===== config.mk =====
export PLATFORM = sky130hd
export DESIGN_NAME = branch_redirect_ctrl_flat
export DESIGN_NICKNAME = d
export VERILOG_FILES = /design/src/rtl/branch_pkg.sv /design/src/rtl/branch_redirect_ctrl_if.sv /design/src/rtl/bimodal_pht.sv /design/src/rtl/branch_redirect_ctrl.sv /design/src/flat_wrapper.sv
export SDC_FILE = /design/constraint.sdc
export NUM_CORES = 1
export LEC_CHECK = 0
export BUFFER_PORTS_ARGS = -buffer_cell sky130_fd_sc_hd__clkbuf_2
export CAP_MARGIN = 40
export CORE_MARGIN = 3
export CORE_UTILIZATION = 25
export CTS_CLUSTER_SIZE = 25
export DETAILED_ROUTE_END_ITERATION = 16
export MAX_ROUTING_LAYER = met4
export SLEW_MARGIN = 20
export SYNTH_ARGS = -nofsm -noshare
export SYNTH_HDL_FRONTEND = slang
export SYNTH_SLANG_ARGS = --single-unit

===== constraint.sdc =====
create_clock -name clk -period 6.2 [get_ports clk]
set_input_delay 1.24 -clock clk [delete_from_list [all_inputs] [get_ports clk]]
set_output_delay 1.24 -clock clk [all_outputs]
set_load 0.005 [all_outputs]

===== src/rtl/branch_pkg.sv =====
// branch_pkg: shared FSM states, branch-condition encodings and predictor init value.
package branch_pkg;
    typedef enum logic {IDLE, PEND} state_t;
    typedef enum logic [2:0] {
        BR_NONE = 3'b000,
        BR_EQ   = 3'b001,
        BR_NE   = 3'b010,
        BR_LT   = 3'b011,
        BR_LTU  = 3'b100,
        BR_GE   = 3'b101,
        BR_GEU  = 3'b110
    } bra_con_t;
    localparam logic [1:0] PHT_INIT = 2'b01;
endpackage


===== src/rtl/branch_redirect_ctrl_if.sv =====
// branch_redirect_ctrl_if: EX-resolve inputs, fetch lookup and redirect/flush/counter outputs.
interface branch_redirect_ctrl_if #(parameter int XLEN = 32, parameter int CNT_W = 32);
    logic             if_pc_unused_guard;
    logic [XLEN-1:0]  if_pc;
    logic             if_pred_taken;
    logic             ex_valid;
    logic             ex_is_branch;
    logic             ex_is_jump;
    logic             ex_pred_taken;
    logic             branch_tk;
    logic [XLEN-1:0]  ex_pc;
    logic [XLEN-1:0]  ex_target;
    logic             stall_in;
    logic             redirect_valid;
    logic [XLEN-1:0]  redirect_pc;
    logic             flush_if_id;
    logic             flush_id_ex;
    logic [CNT_W-1:0] br_count;
    logic [CNT_W-1:0] mispred_count;

    modport master (
        output if_pc, ex_valid, ex_is_branch, ex_is_jump, ex_pred_taken, branch_tk,
               ex_pc, ex_target, stall_in,
        input  if_pred_taken, redirect_valid, redirect_pc, flush_if_id, flush_id_ex,
               br_count, mispred_count
    );
    modport slave (
        input  if_pc, ex_valid, ex_is_branch, ex_is_jump, ex_pred_taken, branch_tk,
               ex_pc, ex_target, stall_in,
        output if_pred_taken, redirect_valid, redirect_pc, flush_if_id, flush_id_ex,
               br_count, mispred_count
    );
endinterface


===== src/rtl/bimodal_pht.sv =====
// bimodal_pht: 2-bit saturating counter table with a combinational lookup and a synchronous update.
module bimodal_pht
    import branch_pkg::*;
#(
    parameter int ENTRIES = 16,
    localparam int IW = $clog2(ENTRIES)
) (
    input  logic          clk,
    input  logic          rst,
    input  logic [IW-1:0] i_rd_idx,
    output logic          o_rd_taken,
    input  logic          i_wr_en,
    input  logic [IW-1:0] i_wr_idx,
    input  logic          i_wr_taken
);
    logic [1:0] r_pht [ENTRIES];
    logic [1:0] w_cur;
    logic [1:0] w_nxt;

    assign o_rd_taken = r_pht[i_rd_idx][1];
    assign w_cur      = r_pht[i_wr_idx];
    assign w_nxt      = i_wr_taken ? (w_cur == 2'b11 ? w_cur : w_cur + 2'd1)
                                   : (w_cur == 2'b00 ? w_cur : w_cur - 2'd1);

    always_ff @(posedge clk or posedge rst) begin
        if (rst) begin
            for (int i = 0; i < ENTRIES; i++) r_pht[i] <= PHT_INIT;
        end else if (i_wr_en) begin
            r_pht[i_wr_idx] <= w_nxt;
        end
    end
endmodule


===== src/rtl/branch_redirect_ctrl.sv =====
// branch_redirect_ctrl: resolves EX branches against the prediction, issues a registered
// redirect with pipeline flushes, trains the bimodal table and counts branches/mispredicts.
module branch_redirect_ctrl
    import branch_pkg::*;
#(
    parameter int XLEN        = 32,
    parameter int PHT_ENTRIES = 16,
    parameter int CNT_W       = 32
) (
    input logic                  clk,
    input logic                  rst,
    branch_redirect_ctrl_if.slave bus
);
    localparam int IW = $clog2(PHT_ENTRIES);

    state_t           r_state;
    state_t           w_next;
    logic [XLEN-1:0]  r_redirect_pc;
    logic [CNT_W-1:0] r_br_count;
    logic [CNT_W-1:0] r_mispred_count;
    logic             w_resolve;
    logic             w_cond;
    logic             w_actual;
    logic             w_mispred;
    logic             w_unused;

    assign w_resolve = r_state == IDLE && bus.ex_valid && !bus.stall_in
                       && (bus.ex_is_branch || bus.ex_is_jump);
    // A branch+jump combination is treated as a jump: no training, no branch count.
    assign w_cond    = w_resolve && bus.ex_is_branch && !bus.ex_is_jump;
    assign w_actual  = bus.ex_is_jump || bus.branch_tk;
    assign w_mispred = w_resolve && (w_actual != bus.ex_pred_taken);
    assign w_unused  = ^{bus.if_pc[XLEN-1:IW+2], bus.if_pc[1:0]};

    bimodal_pht #(.ENTRIES(PHT_ENTRIES)) u_pht (
        .clk       (clk),
        .rst       (rst),
        .i_rd_idx  (bus.if_pc[IW+1:2]),
        .o_rd_taken(bus.if_pred_taken),
        .i_wr_en   (w_cond),
        .i_wr_idx  (bus.ex_pc[IW+1:2]),
        .i_wr_taken(bus.branch_tk)
    );

    always_comb begin
        w_next = r_state;
        if (r_state == IDLE) w_next = w_mispred ? PEND : IDLE;
        else                 w_next = bus.stall_in ? PEND : IDLE;
    end

    always_ff @(posedge clk or posedge rst) begin
        if (rst) begin
            r_state         <= IDLE;
            r_redirect_pc   <= '0;
            r_br_count      <= '0;
            r_mispred_count <= '0;
        end else begin
            r_state <= w_next;
            if (w_mispred) begin
                r_redirect_pc   <= w_actual ? bus.ex_target : bus.ex_pc + XLEN'(4);
                r_mispred_count <= r_mispred_count + CNT_W'(1);
            end
            if (w_cond) r_br_count <= r_br_count + CNT_W'(1);
        end
    end

    assign bus.redirect_valid = r_state == PEND;
    assign bus.flush_if_id    = r_state == PEND;
    assign bus.flush_id_ex    = r_state == PEND;
    assign bus.redirect_pc    = r_redirect_pc;
    assign bus.br_count       = r_br_count;
    assign bus.mispred_count  = r_mispred_count;
endmodule


===== src/flat_wrapper.sv =====
// flat-port wrapper written by rule: the top's interface ports become plain ports
module branch_redirect_ctrl_flat import branch_pkg::*;
#(
    parameter int XLEN        = 32,
    parameter int PHT_ENTRIES = 16,
    parameter int CNT_W       = 32
)
  (clk, rst, bus_if_pc, bus_ex_valid, bus_ex_is_branch, bus_ex_is_jump, bus_ex_pred_taken, bus_branch_tk, bus_ex_pc, bus_ex_target, bus_stall_in, bus_if_pred_taken, bus_redirect_valid, bus_redirect_pc, bus_flush_if_id, bus_flush_id_ex, bus_br_count, bus_mispred_count);
  branch_redirect_ctrl_if #(.XLEN(XLEN), .CNT_W(CNT_W)) bus_i ();
  input logic clk;
  input logic rst;
  input wire logic [$bits(bus_i.if_pc)-1:0] bus_if_pc;
  input wire logic [$bits(bus_i.ex_valid)-1:0] bus_ex_valid;
  input wire logic [$bits(bus_i.ex_is_branch)-1:0] bus_ex_is_branch;
  input wire logic [$bits(bus_i.ex_is_jump)-1:0] bus_ex_is_jump;
  input wire logic [$bits(bus_i.ex_pred_taken)-1:0] bus_ex_pred_taken;
  input wire logic [$bits(bus_i.branch_tk)-1:0] bus_branch_tk;
  input wire logic [$bits(bus_i.ex_pc)-1:0] bus_ex_pc;
  input wire logic [$bits(bus_i.ex_target)-1:0] bus_ex_target;
  input wire logic [$bits(bus_i.stall_in)-1:0] bus_stall_in;
  output wire logic [$bits(bus_i.if_pred_taken)-1:0] bus_if_pred_taken;
  output wire logic [$bits(bus_i.redirect_valid)-1:0] bus_redirect_valid;
  output wire logic [$bits(bus_i.redirect_pc)-1:0] bus_redirect_pc;
  output wire logic [$bits(bus_i.flush_if_id)-1:0] bus_flush_if_id;
  output wire logic [$bits(bus_i.flush_id_ex)-1:0] bus_flush_id_ex;
  output wire logic [$bits(bus_i.br_count)-1:0] bus_br_count;
  output wire logic [$bits(bus_i.mispred_count)-1:0] bus_mispred_count;
  assign bus_i.if_pc = bus_if_pc;
  assign bus_i.ex_valid = bus_ex_valid;
  assign bus_i.ex_is_branch = bus_ex_is_branch;
  assign bus_i.ex_is_jump = bus_ex_is_jump;
  assign bus_i.ex_pred_taken = bus_ex_pred_taken;
  assign bus_i.branch_tk = bus_branch_tk;
  assign bus_i.ex_pc = bus_ex_pc;
  assign bus_i.ex_target = bus_ex_target;
  assign bus_i.stall_in = bus_stall_in;
  assign bus_if_pred_taken = bus_i.if_pred_taken;
  assign bus_redirect_valid = bus_i.redirect_valid;
  assign bus_redirect_pc = bus_i.redirect_pc;
  assign bus_flush_if_id = bus_i.flush_if_id;
  assign bus_flush_id_ex = bus_i.flush_id_ex;
  assign bus_br_count = bus_i.br_count;
  assign bus_mispred_count = bus_i.mispred_count;
  branch_redirect_ctrl #(.XLEN(XLEN), .PHT_ENTRIES(PHT_ENTRIES), .CNT_W(CNT_W)) u_core (.clk(clk), .rst(rst), .bus(bus_i));
endmodule

==> After elaboration in Yosys (flattened, before gate mapping) <==
Cells that the tools add are included.
{ "op_classes": {"mux": 16, "eq_ne": 2, "reduce_logical": 12, "bitwise": 3, "add_sub_neg": 5, "n_lt_le_gt_ge": 3} }
{ "ops": {"columns": ["op", "n"], "rows": [
  ["adder 32 x 1 -> 32 bit, second input constant", 2],
  ["adder 32 x 3 -> 32 bit, second input constant", 1],
  ["bitwise mux 32 bit", 1],
  ["2-to-1 mux 32 bit", 1],
  ["binary-select mux 2 bit (select 4 bit)", 2],
  ["2-to-1 mux 2 bit", 8],
  ["greater-or-equal comparator 5 bit, second input constant", 2],
  ["inverter 4 -> 5 bit", 2],
  ["demux 2 bit (select 4 bit)", 1],
  ["logical AND 1 bit", 7],
  ["less-than comparator 5 x 1 -> 1 bit, second input constant", 1],
  ["2-to-1 mux 1 bit", 3],
  ["adder 2 x 1 -> 2 bit, second input constant", 1],
  ["== test 2 bit, second input constant", 1],
  ["zero test 1 bit", 2],
  ["zero test 2 bit", 1],
  ["logical OR 1 bit", 2],
  ["subtractor 2 x 1 -> 2 bit, second input constant", 1],
  ["inequality test 1 bit", 1],
  ["inverter 1 bit", 1]
]} }
{ "totals": {"register_bits": 129, "output_inout_bits": 100, "wordCells": 61, "inputBits": 104} }

==> Logic depth before layout (Yosys ltp) <==
{ "logic_depth": {"depth_word": 8, "depth_mapped": 8, "mapped_depth_nobuf": 6} }

==> By module <==
Synthesis repeated with hierarchy kept, for this count alone.
{ "unflattened": {"cells_unflattened": 662, "area_unflattened_um2": 6785.3} }
{ "by_module_without_submodules": {"columns": ["mod", "cells_per_inst", "seq_area_each_um2", "area_per_inst_um2", "n_inst"], "rows": [
  ["branch_redirect_ctrl", 520, 2427.3, 5003.5, 1],
  ["bimodal_pht", 142, 820.8, 1781.7, 1]
]} }

==> Least setup slack after synthesis <==
No wires, ideal clock.
{ "synth_path": {"path_type": "input -> output", "start": "in bus_if_pc[2]", "end": "out bus_if_pred_taken", "path_slack_ns": 2.784, "required_time_ns": 4.960, "arrival_time_ns": 2.176, "stages": 2, "n_path_buf": 0, "cell_sequence": "mux4_2 -> mux4_2"} }
{ "synth_via": {"elab_chain_cells": 4} }
{ "synth_rtl": {"columns": ["element", "line", "rtl"], "rows": [
  ["start, declared", "flat_wrapper.sv:12", "input wire logic [$bits(bus_i.if_pc)-1:0] bus_if_pc;"],
  ["inverter 4 -> 5 bit (implied by the code)", "bimodal_pht.sv:20", "assign o_rd_taken = r_pht[i_rd_idx][1];"],
  ["binary-select mux 2 bit (select 4 bit)", "bimodal_pht.sv:20", null],
  ["2-to-1 mux 2 bit (implied by the code) (2 in series)", "bimodal_pht.sv:20", null],
  ["end, declared", "flat_wrapper.sv:21", "output wire logic [$bits(bus_i.if_pred_taken)-1:0] bus_if_pred_taken;"]
]} }
Every way passes these cells. The select of a mux whose other input is x is not followed.

==> Worst setup path in the final report <==
Same ends and word-level chain as after synthesis.

==> summary.md <==
| Metric | Value |
|---|---|
| Status | `finished, final reports clean` |
| CTS root buffer | `clkbuf_16` |
| Slowest cell on the critical path | `mux4_2` |
| Post-synth top flop | `dfrtp_1` |
| Power Dens Cells | `280 nW/um^2` |
| Yosys cell types | `48` |
| 1st-pass router iterations | `4` |
| Lkg Pwr | `3.97 nW` |
| Post-Route WL | `20,000 microns` |
| Vias in the first global route | `5,505` |
| Share of cells above drive strength 1 | `34.2%` |
| Post-DP HPWL | `14,800 microns` |
| Buffers on Ports | `175` |
| Critical Path AT | `2540 ps` |
| Worst-margin pin slew | `887 ps` |
| Commonest cells in the netlist | `dfrtp_1 (113), nand2_1 (67), xnor2_1 (58)` |
| Slew Limit Fails | `0` |
| R2r setup slk | `3490 ps` |
| Syn Inst Count | `645` |
| Compound-cell area share of the yosys netlist | `6.63%` |
| RSZ-0062 raised after global routing | `no` |
| Die height | `170 microns` |
| Setup TNS | `0 ps` |
| Post-cts sizing count | `0` |
| Critical path origin | `bus_if_pc[2]` |
| Final period utilization | `61.0%` |
| Crit path time final | `3780 ps` |
| Largest net degree at the start of global routing | `79` |
| Finish-stage setup viols | `0` |
| Antenna violations before repair | `3` |
| Cell Area, Synth | `6740 sq um` |
| WS Path Type | `input port to output pin` |
| Io pins | `204` |
| Post-synth net total | `755` |
| Synth Area in Simple Gates | `19.5%` |
| RR Endpoint | `u_core.bus.mispred_count[27]` |
| CP max FO | `4` |
| Top post-synthesis cells by area | `dfrtp_1 (42%), xnor2_1 (7.5%), dfstp_2 (6.2%)` |
| WP data required | `4960 ps` |
| Clock Path Buffers | `2` |
| Worst R2R Start | `u_core.bus.flush_id_ex` |
| Syn avg cell area | `10.4 sq um` |
| #FFs+latches synth | `129` |
| Async set-reset flop share out of synthesis | `100%` |
| Wire per inst | `17.1 microns` |
| Startpoint Class | `input port` |
| Antenna Violating Nets Remaining | `0` |
| Routed vias/inst | `4.69` |
| Yosys warns | `0` |
| Critical path, cell by cell | `clkbuf_2 > mux4_2 > mux4_2 > clkbuf_2` |
| GPL Wtd Cong | `0.772` |
| CP peak stage delay | `510 ps` |
| Worst r2r path cells | `5` |
| Synth Area in Adders | `1.41%` |
| First-pass GRT wire length | `31,500 microns` |
| CTS Buf Count | `17` |
| Setup WS pre-CTS | `2390 ps` |
| Worst-path clk slew | `60 ps` |
| Crit end category | `output pin` |
| Share of the synthesized area in the top cell type | `42.0%` |
| Core Rows | `59` |
| Fin. Hold Viols | `0` |
| Die Area | `29,000 sq um` |
| Final setup margin | `2420 ps` |
| Cts hold-fix bufs | `0` |
| Layout Area Growth over Synthesis | `27.5%` |
| GRT Residual Overflow | `0` |
| TritonCTS clock tree | `built` |
| Post-CTS Setup Inserts | `0` |
| TritonCTS sink count | `129` |
| Synth area leader | `dfrtp_1` |
| Number of max-cap violations | `0` |
| DRT iter0 DRCs | `275` |
| Layout net count | `924` |
| Peak VDD IR | `0.157 mV` |
| Core Footprint | `26,300 sq um` |
| Main combinational cell family by area after synthesis | `simple AND/OR/NAND/NOR gates` |
| Skew final | `13.0 ps` |
| Mux cell area share after synthesis | `10.8%` |
| Starting density of the core | `25.6%` |
| Clk_lat worst skew | `410 ps` |
| Share of the core filled with cells | `32.7%` |
| GRT Total Usage | `14.4%` |
| DR DRC count | `0` |
| Vias | `5,469` |
| H-tree depth | `4` |
| Post-synth EDFFs | `0` |
| Worst min path class | `register to register` |
| XOR/XNOR share of the synthesized area | `10.4%` |
| Sequential area share after synthesis | `48.2%` |
| End of the critical path | `bus_if_pred_taken` |
| Maximum clock frequency | `0.264 GHz` |
| Relative slew slack | `40.4%` |
| Die width | `170 microns` |
| Count leader, synth | `dfrtp_1` |
-- per-layer routing --
metal | vias to the layer above | share of wire, % | global-route usage (%)
li1 | 2653 | - | -
met1 | 2688 | 46 | 18.7
met2 | 122 | 48 | 22.5
met3 | 6 | 5.5 | 4.58
met4 | 0 | 0.60 | 2.65
met5 | - | 0 | -
-- final cells by class --
class / instances / area, sq um
repair buffers: 181 / 941
clock buffers: 19 / 443
well taps: 335 / 419
clock inverters: 13 / 176
diodes: 3 / 7.51
flip-flops and latches: 129 / 3250
multi-input cells: 472 / 3300
fillers: 2676 / 17700
inverters: 13 / 53.8
-- logic make-up (layout without fill, tap and decap cells) --
family                   Yosys count  after routing
AND/OR/NAND/NOR                  254            254
AO/OA/AOI/OAI                     79             79
buffers and inverters             44            226
XOR/XNOR                          80             80
other                              0              3
adder cells (fa/ha/maj)            8              8
multiplexers                      51             51
flip-flops                       129            129
-- flip-flops by register name, indices dropped and copies added, names as in the netlist --
name	flops
u_core.bus.redirect_pc	32
u_core.bus.flush_id_ex	1
u_core.u_pht.r_pht	32
u_core.bus.mispred_count	32
u_core.bus.br_count	32
-- through the flow --
stage / area, sq um / power (W) / hold slack [ps] / std cells
2_1_floorplan: 6740 / 0.00117 / 465 / 645
3_3_place_gp: 7940 / 0.00135 / 456 / 1129
3_5_place_dp: 7940 / 0.00136 / 463 / 1129
4_1_cts: 8560 / 0.00245 / 471 / 1161
5_1_grt: 8590 / 0.00254 / 496 / 1165
6_report: 8590 / 0.00241 / 469 / 1165
-- cell usage in the layout (no fill, tap or decap), types with 3 or more instances in the layout --
cell,count
nand4_1,24
a31oi_1,6
buf_4,5
mux2i_1,3
a21o_1,3
mux2_2,35
dfrtp_1,113
mux4_1,3
nor4_1,7
dfstp_2,16
mux4_2,10
and3_1,19
xor2_1,22
nand3_1,44
o31a_1,4
or4_1,5
diode_2,3
inv_1,12
a21oi_1,19
clkbuf_2,175
nor3_1,23
nand2_1,67
xnor2_1,58
o31ai_1,4
nor2_1,37
ha_1,6
clkbuf_16,17
inv_6,5
o21ai_0,39
bufinv_16,3
clkinvlp_4,3
and4_1,7
or3_1,4
-- power by group --
group          switching [W]  leakage (nW)  internal (W)  total (W)
clock               0.000415         0.293      0.000653    0.00107
sequential         0.0000695          1.65      0.000938    0.00101
combinational       0.000180          2.02      0.000150   0.000330
-- critical path, delay by kind of cell --
kind	cells	cell delay, ps
mux	2	1000
buf+inv	2	300
-- worst min-delay path by stage --
stage | cells after the start | slack (ps) | from | end
finish | 1 | 470 | u_core.bus.mispred_count[31] | u_core.bus.mispred_count[31]
global route | 2 | 500 | u_core.bus.redirect_pc[9] | u_core.bus.redirect_pc[9]
CTS | 1 | 470 | u_core.bus.mispred_count[31] | u_core.bus.mispred_count[31]
detailed placement | 1 | 460 | u_core.bus.mispred_count[31] | u_core.bus.mispred_count[31]
global placement | 1 | 460 | u_core.bus.mispred_count[31] | u_core.bus.mispred_count[31]
floorplan | 1 | 460 | u_core.bus.mispred_count[31] | u_core.bus.mispred_count[31]
No activity file was read; power rests on OpenSTA's default activity.
